<file path="src/rtl/cond_move_resolver.sv">
// cond_move_resolver
// Two-stage resolver for MIPS conditional moves (MOVZ / MOVN).
// S1 captures the move and pre-computes "condition operand is zero" so the
// wide compare is finished one stage before the write decision is made.
// S2 holds the resolved move and drives the register-file write port.
// A saturating counter records moves dropped because their condition failed.
// Edge priority: Reset > Flush > Stall > normal advance.

module cond_move_resolver #(
    parameter int DATA_WIDTH  = 32,
    parameter int COUNT_WIDTH = 16
) (
    input  logic                   Clk,
    input  logic                   Reset,
    input  logic                   InValid,
    input  logic                   MoveType,
    input  logic [DATA_WIDTH-1:0]  RsData,
    input  logic [DATA_WIDTH-1:0]  RtData,
    input  logic [4:0]             RdAddr,
    input  logic                   Stall,
    input  logic                   Flush,
    output logic                   OutValid,
    output logic                   RegWrite,
    output logic [DATA_WIDTH-1:0]  WriteData,
    output logic [4:0]             WriteAddr,
    output logic [COUNT_WIDTH-1:0] SquashCount
);

    // S1 registers
    logic                   r_v1;
    logic                   r_type1;
    logic                   r_z1;
    logic [DATA_WIDTH-1:0]  r_data1;
    logic [4:0]             r_addr1;

    // S2 registers
    logic                   r_v2;
    logic                   r_cond2;
    logic [DATA_WIDTH-1:0]  r_data2;
    logic [4:0]             r_addr2;

    logic [COUNT_WIDTH-1:0] r_squash;

    logic                   w_rt_zero;
    logic                   w_cond1;
    logic                   w_advance;
    logic                   w_squash_evt;
    logic                   w_squash_sat;

    // Reduction-NOR of the condition operand; registered as Z1.
    assign w_rt_zero    = ~|RtData;

    // MOVZ passes on zero, MOVN on non-zero.
    assign w_cond1      = r_type1 ? ~r_z1 : r_z1;

    // Pipeline moves only when neither flush nor stall is active.
    assign w_advance    = ~Flush & ~Stall;

    // A valid S1 entry with a failing condition is squashed as it enters S2.
    assign w_squash_evt = w_advance & r_v1 & ~w_cond1;
    assign w_squash_sat = &r_squash;

    // Stage 1: capture the incoming move, or drop it on flush / hold on stall.
    always_ff @(posedge Clk or posedge Reset) begin
        if (Reset) begin
            r_v1    <= 1'b0;
            r_type1 <= 1'b0;
            r_z1    <= 1'b0;
            r_data1 <= '0;
            r_addr1 <= 5'd0;
        end else if (Flush) begin
            r_v1    <= 1'b0;
        end else if (!Stall) begin
            r_v1    <= InValid;
            r_type1 <= MoveType;
            r_z1    <= w_rt_zero;
            r_data1 <= RsData;
            r_addr1 <= RdAddr;
        end
    end

    // Stage 2: resolve the condition and hold the move for the write port.
    always_ff @(posedge Clk or posedge Reset) begin
        if (Reset) begin
            r_v2    <= 1'b0;
            r_cond2 <= 1'b0;
            r_data2 <= '0;
            r_addr2 <= 5'd0;
        end else if (Flush) begin
            r_v2    <= 1'b0;
        end else if (!Stall) begin
            r_v2    <= r_v1;
            r_cond2 <= w_cond1;
            r_data2 <= r_data1;
            r_addr2 <= r_addr1;
        end
    end

    // Saturating squash counter; flushed or stalled entries never count.
    always_ff @(posedge Clk or posedge Reset) begin
        if (Reset) begin
            r_squash <= '0;
        end else if (w_squash_evt && !w_squash_sat) begin
            r_squash <= r_squash + COUNT_WIDTH'(1);
        end
    end

    // Writes to $0 are suppressed but still reported as resolved via OutValid.
    assign OutValid    = r_v2;
    assign RegWrite    = r_v2 & r_cond2 & (r_addr2 != 5'd0);
    assign WriteData   = r_data2;
    assign WriteAddr   = r_addr2;
    assign SquashCount = r_squash;

endmodule

</file>
<file path="config.mk">
export PLATFORM = sky130hd
export DESIGN_NAME = cond_move_resolver
export DESIGN_NICKNAME = d
export VERILOG_FILES = /design/src/rtl/cond_move_resolver.sv
export SDC_FILE = /design/constraint.sdc
export NUM_CORES = 1
export LEC_CHECK = 0
export ABC_AREA = 1
export BUFFER_PORTS_ARGS = -buffer_cell sky130_fd_sc_hd__buf_2
export CORE_MARGIN = 5
export CORE_UTILIZATION = 40
export DETAILED_ROUTE_END_ITERATION = 6
export PLACE_DENSITY = 0.61
export SYNTH_ARGS = -nofsm -noshare
export SYNTH_HDL_FRONTEND = slang
export SYNTH_SLANG_ARGS = --single-unit
export TNS_END_PERCENT = 30
</file>
<file path="constraint.sdc">
create_clock -name Clk -period 3.3 [get_ports Clk]
set_clock_uncertainty 0.15 [all_clocks]
set_input_delay 0.165 -clock Clk [delete_from_list [all_inputs] [get_ports Clk]]
set_output_delay 0.165 -clock Clk [all_outputs]
set_load 0.01 [all_outputs]
</file>
Yosys cells after proc, flatten, opt, wreduce, memory -nomap -nowiden. Cells that the tools add are included.

$add $sub $neg: 1. Equality and inequality tests: 1. Multiplexer cells: 5. Bitwise gates (word level): 9. Reductions and logical operators: 7.

Operators by type and width (count): OR reduction 32 bit (1); adder 16 x 1 -> 16 bit, second input constant (1); AND reduction 16 bit (1); bitwise AND 1 bit (5); two-way mux 1 bit (5); nonzero test 5 bit (1); NOT 1 bit (4); logical NOT 1 bit (2); inequality test 2 x 1 -> 1 bit, second input constant (1); AND reduction 2 bit (1); logical AND 1 bit (1).

Register bits: 95. Output and inout port bits: 55. Word-level logic and storage cells: 33.

Logic depth before layout (Yosys ltp). Gate-level depths: netlist (run 1).

Depth after elaboration: 5. Gate-level depth with buffers: 9.

Least setup slack after synthesis (run 1). OpenSTA, ideal clock, no wires.

Path kind: flip-flop to flip-flop. Start point: reg r_squash[0], in the netlist SquashCount[0]. End point: reg r_squash[9], in the netlist SquashCount[9]. Arrival: 1.356 ns. Data required time: 3.033 ns. Path slack: 1.677 ns. Stages on the path, launching flop included: 10. Period minus slack after synthesis: 1.623 ns. Cell sequence: dfrtp_1 > ha_1 > nand3_2 > inv_2 > nand2_2 > nor2_4 > nor2_4 > buf_6 > nand2_1 > nand2_1.

Cells in the longest elaborated chain, start to end: 3. Elaborated cells on any way between the ends: 4.

RTL lines: start: declaration (line 42) `logic [COUNT_WIDTH-1:0] r_squash;`; start signal: assignment (line 104) `r_squash <= r_squash + COUNT_WIDTH'(1);`; branches (longest 3 deep; another with adder 16 x 1 -> 16 bit).

Several ways; the timed one is not identified. A chain may end at the register's enable or synchronous reset.

Worst setup path after layout (run 1).
Start point: in Flush. End point: reg r_v1.

Cells in the longest elaborated chain, start to end: 1. Elaborated cells on any way between the ends: 2.

RTL lines: start: declaration (line 21) `input logic Flush,`; inequality test 2 x 1 -> 1 bit (no line) / two-way mux 1 bit (equally long branches); end signal: assignment (line 74) `r_v1 <= InValid;`; end: declaration (line 30) `logic r_v1;`.

Parallel ways exist; a longest one is shown, timed or not.

==> impl_results.md, run 1 <==
* Pleak at approximately 2.8 nW
* Via count at roughly 3600
* Final setup violation count at 0
* WHS at 0.0124 ns
* Max incr delay on CP at 0.60 ns
* Layout cells sized above 1 at between 20% and 30%
* Avg Inst Size Synth at around 8.5 µm²
* Main combinational cell family by area after synthesis: simple AND/OR/NAND/NOR gates
* Top FF cell, synth: dfrtp_1
* Final worst-path setup slack at 0.707 ns
* Compound-gate portion of the synthesized area at under 10%
* Worst Tran Pin Value at between 0.8 and 0.9 ns
* CTS tree: yes
* Post-synth top area share at 57.8%
* Cell breakdown of the critical path: dlygate4sd3_1 > buf_2 > inv_1 > nand2_2 > inv_2 > buf_4 > nand2_1 > o31ai_1 > dlygate4sd3_1
* Top-count cell post-synth: nand2_1
* DRT met1 WL at 4400 µm
* Critical path peak fanout at between 50 and 60
* Status: completed
* Multiplexer share of the synthesized area at 0%
* Placed inst area at 4890 µm²
* Fin util at about 54%
* Count of pins over their slew limit at 0
* DIE HEIGHT at roughly 110 µm
* Area leader, netlist: dfrtp_1
* Post-CTS setup buffer count at 0
* CTS Root Buffer Type: clkbuf_8
* Number of DRC markers in iteration 0 at 163
* Critical Path RT at approximately 3.4 ns
* Fin crit period at between 2 and 3 ns
* Asr flop ratio synth at 100%
* Clock Latency Late Sink at 0.35 ns
* Syn nets at ~560
* DRT Pass-1 Iters at 4
* DIE WIDTH at around 110 µm
* Syn Inst Count at between 400 and 500
* H-Tree Depth at 3
* Post-route setup TNS at 0 ns
* Seq/Total Area, Yosys at roughly 58%
* CP top delay family: buffers and inverters
* Startpoint types: primary input
* ANT nets after route at 0
* CTS hold repair buffers at 42
* Synth unique cells at 23
* Critical path's most frequent cell: dlygate4sd3_1
* WL final at 9620 µm
* Fin crit share at about four fifths
* Synth Area in Simple Gates at approximately a quarter
* Pwr Density at about 490 nW/µm²
* WL met3 at approximately 650 µm
* Largest net degree at the start of global routing at 96
* Final Hold Viols at 0
* Nets at between 700 and 800
* Starting density of the core at roughly two fifths
* Port bufs at 129
* Antenna fix cells at 0
* # DRC at 0
* Io pins at 130
* Final GP Congestion at around 0.79
* Finished Cell Area at approximately 5500 µm²
* Routed wl met2 at 4430 µm
* Post_cts resized at 0
* Routed vias/inst at between 4 and 5
* Relative slew slack at ~45%
* Critical path type: in -> reg
* Commonest cells post-synth: 161 x nand2_1, 95 x dfrtp_1, 74 x o21ai_0, 57 x inv_1, 35 x nor2_1
* Row cnt at 37
* Placeable Area at between 10000 and 15000 µm²
* Worst EP arrival at around 2.7 ns
* Top Metal Used: met4
* PnR Total Power at approximately 2.7 mW
* Vias in the first global route at about 3500
* Synth Area in Adders at less than 1%
* Die area at ~12000 µm²
* Yosys reg bits at 95
* Max Fclk at just under 0.4 GHz
* Clk buf depth at 2
* Worst-path clk slew at about 0.09 ns
* EDFF count, synth at 0
* P&R area growth vs syn at 34.6%
* Cell Count Post-Placement at 737
* Clock sink total at 95
* Max-cap violation count at 0
* Slowest cell on the critical path: dlygate4sd3_1
* First-pass GRT wire length at 16500 µm
* DP Wirelength at approximately 6500 µm
* Ys Warns at 0
* Hold crit path type: in -> reg
* Post-Synth XOR/XNOR Area at less than 1%
* Gr usage total at ~16%
* Crit. End Element: flip-flop
* Dominant cells by area after synthesis: dfrtp_1 58%, nand2_1 15%, o21ai_0 9.0%
* RSZ-0062 raised after global routing: false
* Worst vdd ir at 0.000236 V
* Pre-CTS WS at 1.37 ns
* Grt ovf at 0
* Buffers and inverters on the worst path at 6
* Mapped cell area at between 4000 and 5000 µm²
* Non-Filler Instances at 795
* Wire per inst at 12.1 µm
* Initial antenna violation count at 0
* TritonCTS buffer count at 9
-- path summary, 6_finish.rpt --
path                                             from                          to  slack (ns)  depth (start not counted)
hold / removal                             RtData[11]            r_z1$_DFFE_PP0P_        0.01                          6
min in group asynchronous                       Reset   WriteData[22]$_DFFE_PP0P_        0.32                          4
max in group asynchronous                       Reset  SquashCount[7]$_DFFE_PP0P_        2.30                          4
setup / recovery                                Flush            r_v1$_DFFE_PP0P_        0.71                          9
hold reg to reg             WriteData[24]$_DFFE_PP0P_   WriteData[24]$_DFFE_PP0P_        0.33                          2
setup reg to reg           SquashCount[0]$_DFFE_PP0P_  SquashCount[5]$_DFFE_PP0P_        1.45                          9
-- kinds of logic (layout without fill, tap and decap cells) --
logic type,Yosys count,count (layout)
XOR/XNOR,4,4
buffers and inverters,77,250
AND/OR/NAND/NOR,232,232
flip-flops,95,95
adder cells (fa/ha/maj),1,1
AO/OA/AOI/OAI,77,77
-- where the power goes --
part,leakage (nW),switching [mW],internal [mW]
sequential,1.20,0.0947,1.32
clock,0.110,0.390,0.448
combinational,1.53,0.263,0.212
total,2.84,0.747,1.98
-- cells in the final DEF (no fill, tap or decap), types with 3 or more instances in the layout --
cell,synthesis,layout
buf_2,5,129
clkbuf_8,0,10
dfrtp_1,95,95
dlygate4sd3_1,0,42
inv_1,57,56
inv_2,3,3
nand2_1,161,160
nand2_2,4,5
nand3_1,12,12
nand4_1,8,8
nor2_1,35,35
nor2_4,4,4
o21ai_0,74,74
xor2_1,4,4
-- sequential cells by signal, summed over array words and instances, names as in the netlist --
signal,count
SquashCount,16
OutValid,1
WriteData,32
r_addr1,5
r_cond2,1
r_z1,1
r_type1,1
r_v1,1
r_data1,32
WriteAddr,5
-- routing by layer --
| metal | GRT usage [%] | up-vias |
|---|---|---|
| met5 | 0 | - |
| met4 | 5.60 | 0 |
| met3 | 4.51 | 14 |
| met2 | 25.1 | 110 |
| met1 | 21.9 | 1607 |
| li1 | - | 1849 |
-- worst register-to-register path: stages (launching register included) --
cell and delay (ns):
dfrtp_1 0.46, ha_1 0.30, nand3_2 0.12, inv_2 0.04
nand2_2 0.09, nor2_4 0.05, nor2_4 0.25, inv_2 0.14
nand2_1 0.09, nand2_1 0.05
-- final cells by class --
| type | count | area, µm² |
|---|---|---|
| Timing Repair Buffer | 174 | 1100 |
| Clock buffer | 11 | 141 |
| Sequential cell | 95 | 2380 |
| Clock inverter | 5 | 81.3 |
| Tap cell | 136 | 170 |
| Fill cell | 967 | 4650 |
| Multi-Input combinational cell | 314 | 1430 |
| Inverter | 60 | 226 |
Note: power is estimated with default switching activity, not from simulation.
==> run 2: changes to the inputs <==
==> constraint.sdc (replaced) <==
create_clock -name Clk -period 2.66 [get_ports Clk]
set_clock_uncertainty 0.15 [all_clocks]
set_input_delay 0.133 -clock Clk [delete_from_list [all_inputs] [get_ports Clk]]
set_output_delay 0.133 -clock Clk [all_outputs]
set_load 0.01 [all_outputs]
==> run 2 against run 1 <==
Via count up 1.8%. Power up 23%. Non-clock buffer count is 8 higher. Highest routed layer unchanged. Largest power group unchanged.
==> impl_results.md, run 2 (synthesized netlist as in run 1, its figures left out) <==
* Status: completed
* Grt ovf at 0 (unchanged)
* Fill cells at 946 (-2.2%)
* Clock Latency Late Sink at 0.36 ns (about the same)
* Count of pins over their slew limit at 0 (unchanged)
* Clk buf depth at 2 (unchanged)
* Fin crit period at 2.13 ns
* Placeable Area at 10200 µm² (unchanged)
* CTS tree: yes
* Layout cells sized above 1 at 25.5% (+0.15 points)
* Starting density of the core at 40.4% (unchanged)
* Final Hold Viols at 0 (unchanged)
* DIE WIDTH at 111 µm (unchanged)
* Fin crit share at around four fifths
* Worst-path clk slew at 0.09 ns (about the same)
* Critical path peak fanout at 1 (-98%)
* Clock sink total at 95 (unchanged)
* Critical path depth at 9 (unchanged)
* Max Fclk at around 0.47 GHz
* Cell Count Post-Placement at 739 (+0.27%)
* Crit. End Element: flip-flop
* Placed inst area at 4900 µm² (+0.36%)
* H-Tree Depth at 3 (unchanged)
* Critical path type: in -> reg
* Gr usage total at 16.6% (+0.47 points)
* DIE HEIGHT at 111 µm (unchanged)
* Critical Path RT at 2.80 ns (-0.64 ns)
* Via count at 3645 (+1.8%)
* Critical path's most frequent cell: dlygate4sd3_1
* Max incr delay on CP at 0.56 ns (-0.04 ns)
* # DRC at 0 (unchanged)
* Vias in the first global route at 3672 (+6.3%)
* Io pins at 130 (unchanged)
* Row cnt at 37 (unchanged)
* Number of DRC markers in iteration 0 at 194 (+19%)
* Most common cell after layout, fill and taps aside: nand2_1
* Startpoint types: primary input
* Final GP Congestion at 0.843 (+7.0%)
* Hold crit path type: in -> reg
* DP Wirelength at 6980 µm (+7.8%)
* Pleak at 2.86 nW (+0.89%)
* Worst Min Path Start: RtData[2]
* WL final at 10100 µm (+4.6%)
* Commonest non-fill, non-tap cells in the layout: 160 x nand2_1, 129 x buf_2, 95 x dfrtp_1
* Hold depth at 6 (unchanged)
* Multi-input gate area at 1430 µm² (unchanged)
* CTS Root Buffer Type: clkbuf_8
* Buffers and inverters on the worst path at 4 (-2)
* Worst vdd ir at 0.000373 V (+58%)
* Die area at 12400 µm² (unchanged)
* RSZ-0062 raised after global routing: false
* Post-route setup TNS at 0 ns (unchanged)
* FF/Latch Area at 2380 µm² (unchanged)
* Antenna fix cells at 0 (unchanged)
* RR Startpoint: SquashCount[0]$_DFFE_PP0P_
* Relative slew slack at 56.7% (+12 points)
* Nets at 738 (+1.1%)
* Cell breakdown of the critical path: dlygate4sd3_1 > buf_2 > nor2_1 > dlygate4sd3_1 > nand4_1 > dlygate4sd3_1 > nor2_1 > nand2_1 > nand2_1
* Wire per inst at 12.5 µm (+3.6%)
* First-pass GRT wire length at 17200 µm (+4.2%)
* ANT nets after route at 0 (unchanged)
* Pwr Density at 601 nW/µm² (+22%)
* Max-cap violation count at 0 (unchanged)
* P&R area growth vs syn at 36.2%
* Port bufs at 129 (unchanged)
* Worst EP arrival at 2.26 ns (-0.47 ns)
* Initial antenna violation count at 0 (unchanged)
* CP top delay family: buffers and inverters
* Slowest cell on the critical path: dlygate4sd3_1
* Worst Tran Pin Value at 0.650 ns (-0.176 ns)
* Routed vias/inst at 4.54 (+0.80%)
* TritonCTS buffer count at 9 (unchanged)
* Largest net degree at the start of global routing at 75 (-22%)
* Worst R2R Path Depth at 9 (unchanged)
* Finished Cell Area at 5600 µm² (+1.2%)
* DRT Pass-1 Iters at 4 (unchanged)
* Final setup violation count at 0 (unchanged)
* Critical Path Start: RtData[10]
* Non-Filler Instances at 803 (+1.0%)
run 2: metal layers:
layer  global-route usage (%)  part of all wire [%]
met5                        0                     0
met1                     21.8                    46
met4                     4.70                   1.5
met3                     5.22                   6.3
met2                     26.7                    47
run 2: what timing repair did:
| item | CTS | global route |
|---|---|---|
| gates resized for setup | 0 | 0 |
| endpoints found under the hold margin | 61 | 0 |
| buffers inserted | 0 | 0 |
| hold buffers | 49 | 0 |
| setup endpoints to repair | 0 | 1 |
run 2: worst reg2reg max path, delay by kind of cell, from the launching register on:
family,cells,cell delay (ns)
fa+ha+maj,1,0.30
simple gates,6,0.63
flops,1,0.48
buf+inv,2,0.18
run 2: cell type report:
class                           count  share of cell area [%]
Tap cell                          136                    3.04
Multi-Input combinational cell    314                    25.6
Timing Repair Buffer              182                    21.0
Sequential cell                    95                    42.5
Inverter                           60                    4.09
Clock inverter                      6                    1.34
Clock buffer                       10                    2.46
run 2: through the flow:
step	util (%)	power (mW)	worst slack (ns)	hold WS [ns]
floorplan	-	2.07	1.04	0.0796
global placement	48.2	2.31	0.881	0.0417
detailed placement	48.2	2.34	0.815	0.0456
CTS	55.1	3.40	0.0702	0.00105
global route	55.0	3.56	0.430	0.0281
finish	55.0	3.36	0.534	0.0102
run 2: path summary, 6_finish.rpt:
path / end / slack (ns)
setup / recovery: r_z1$_DFFE_PP0P_ / 0.53
hold / removal: r_z1$_DFFE_PP0P_ / 0.01
setup reg to reg: SquashCount[0]$_DFFE_PP0P_ / 0.81
hold reg to reg: WriteData[10]$_DFFE_PP0P_ / 0.34
max in group asynchronous: OutValid$_DFFE_PP0P_ / 1.38
min in group asynchronous: WriteData[21]$_DFFE_PP0P_ / 0.19
run 2: power by group:
part / switching [mW] / leakage [nW] / internal [mW]
logic: 0.330 / 1.55 / 0.267
clock network: 0.535 / 0.105 / 0.474
registers: 0.122 / 1.20 / 1.64
total: 0.987 / 2.86 / 2.38
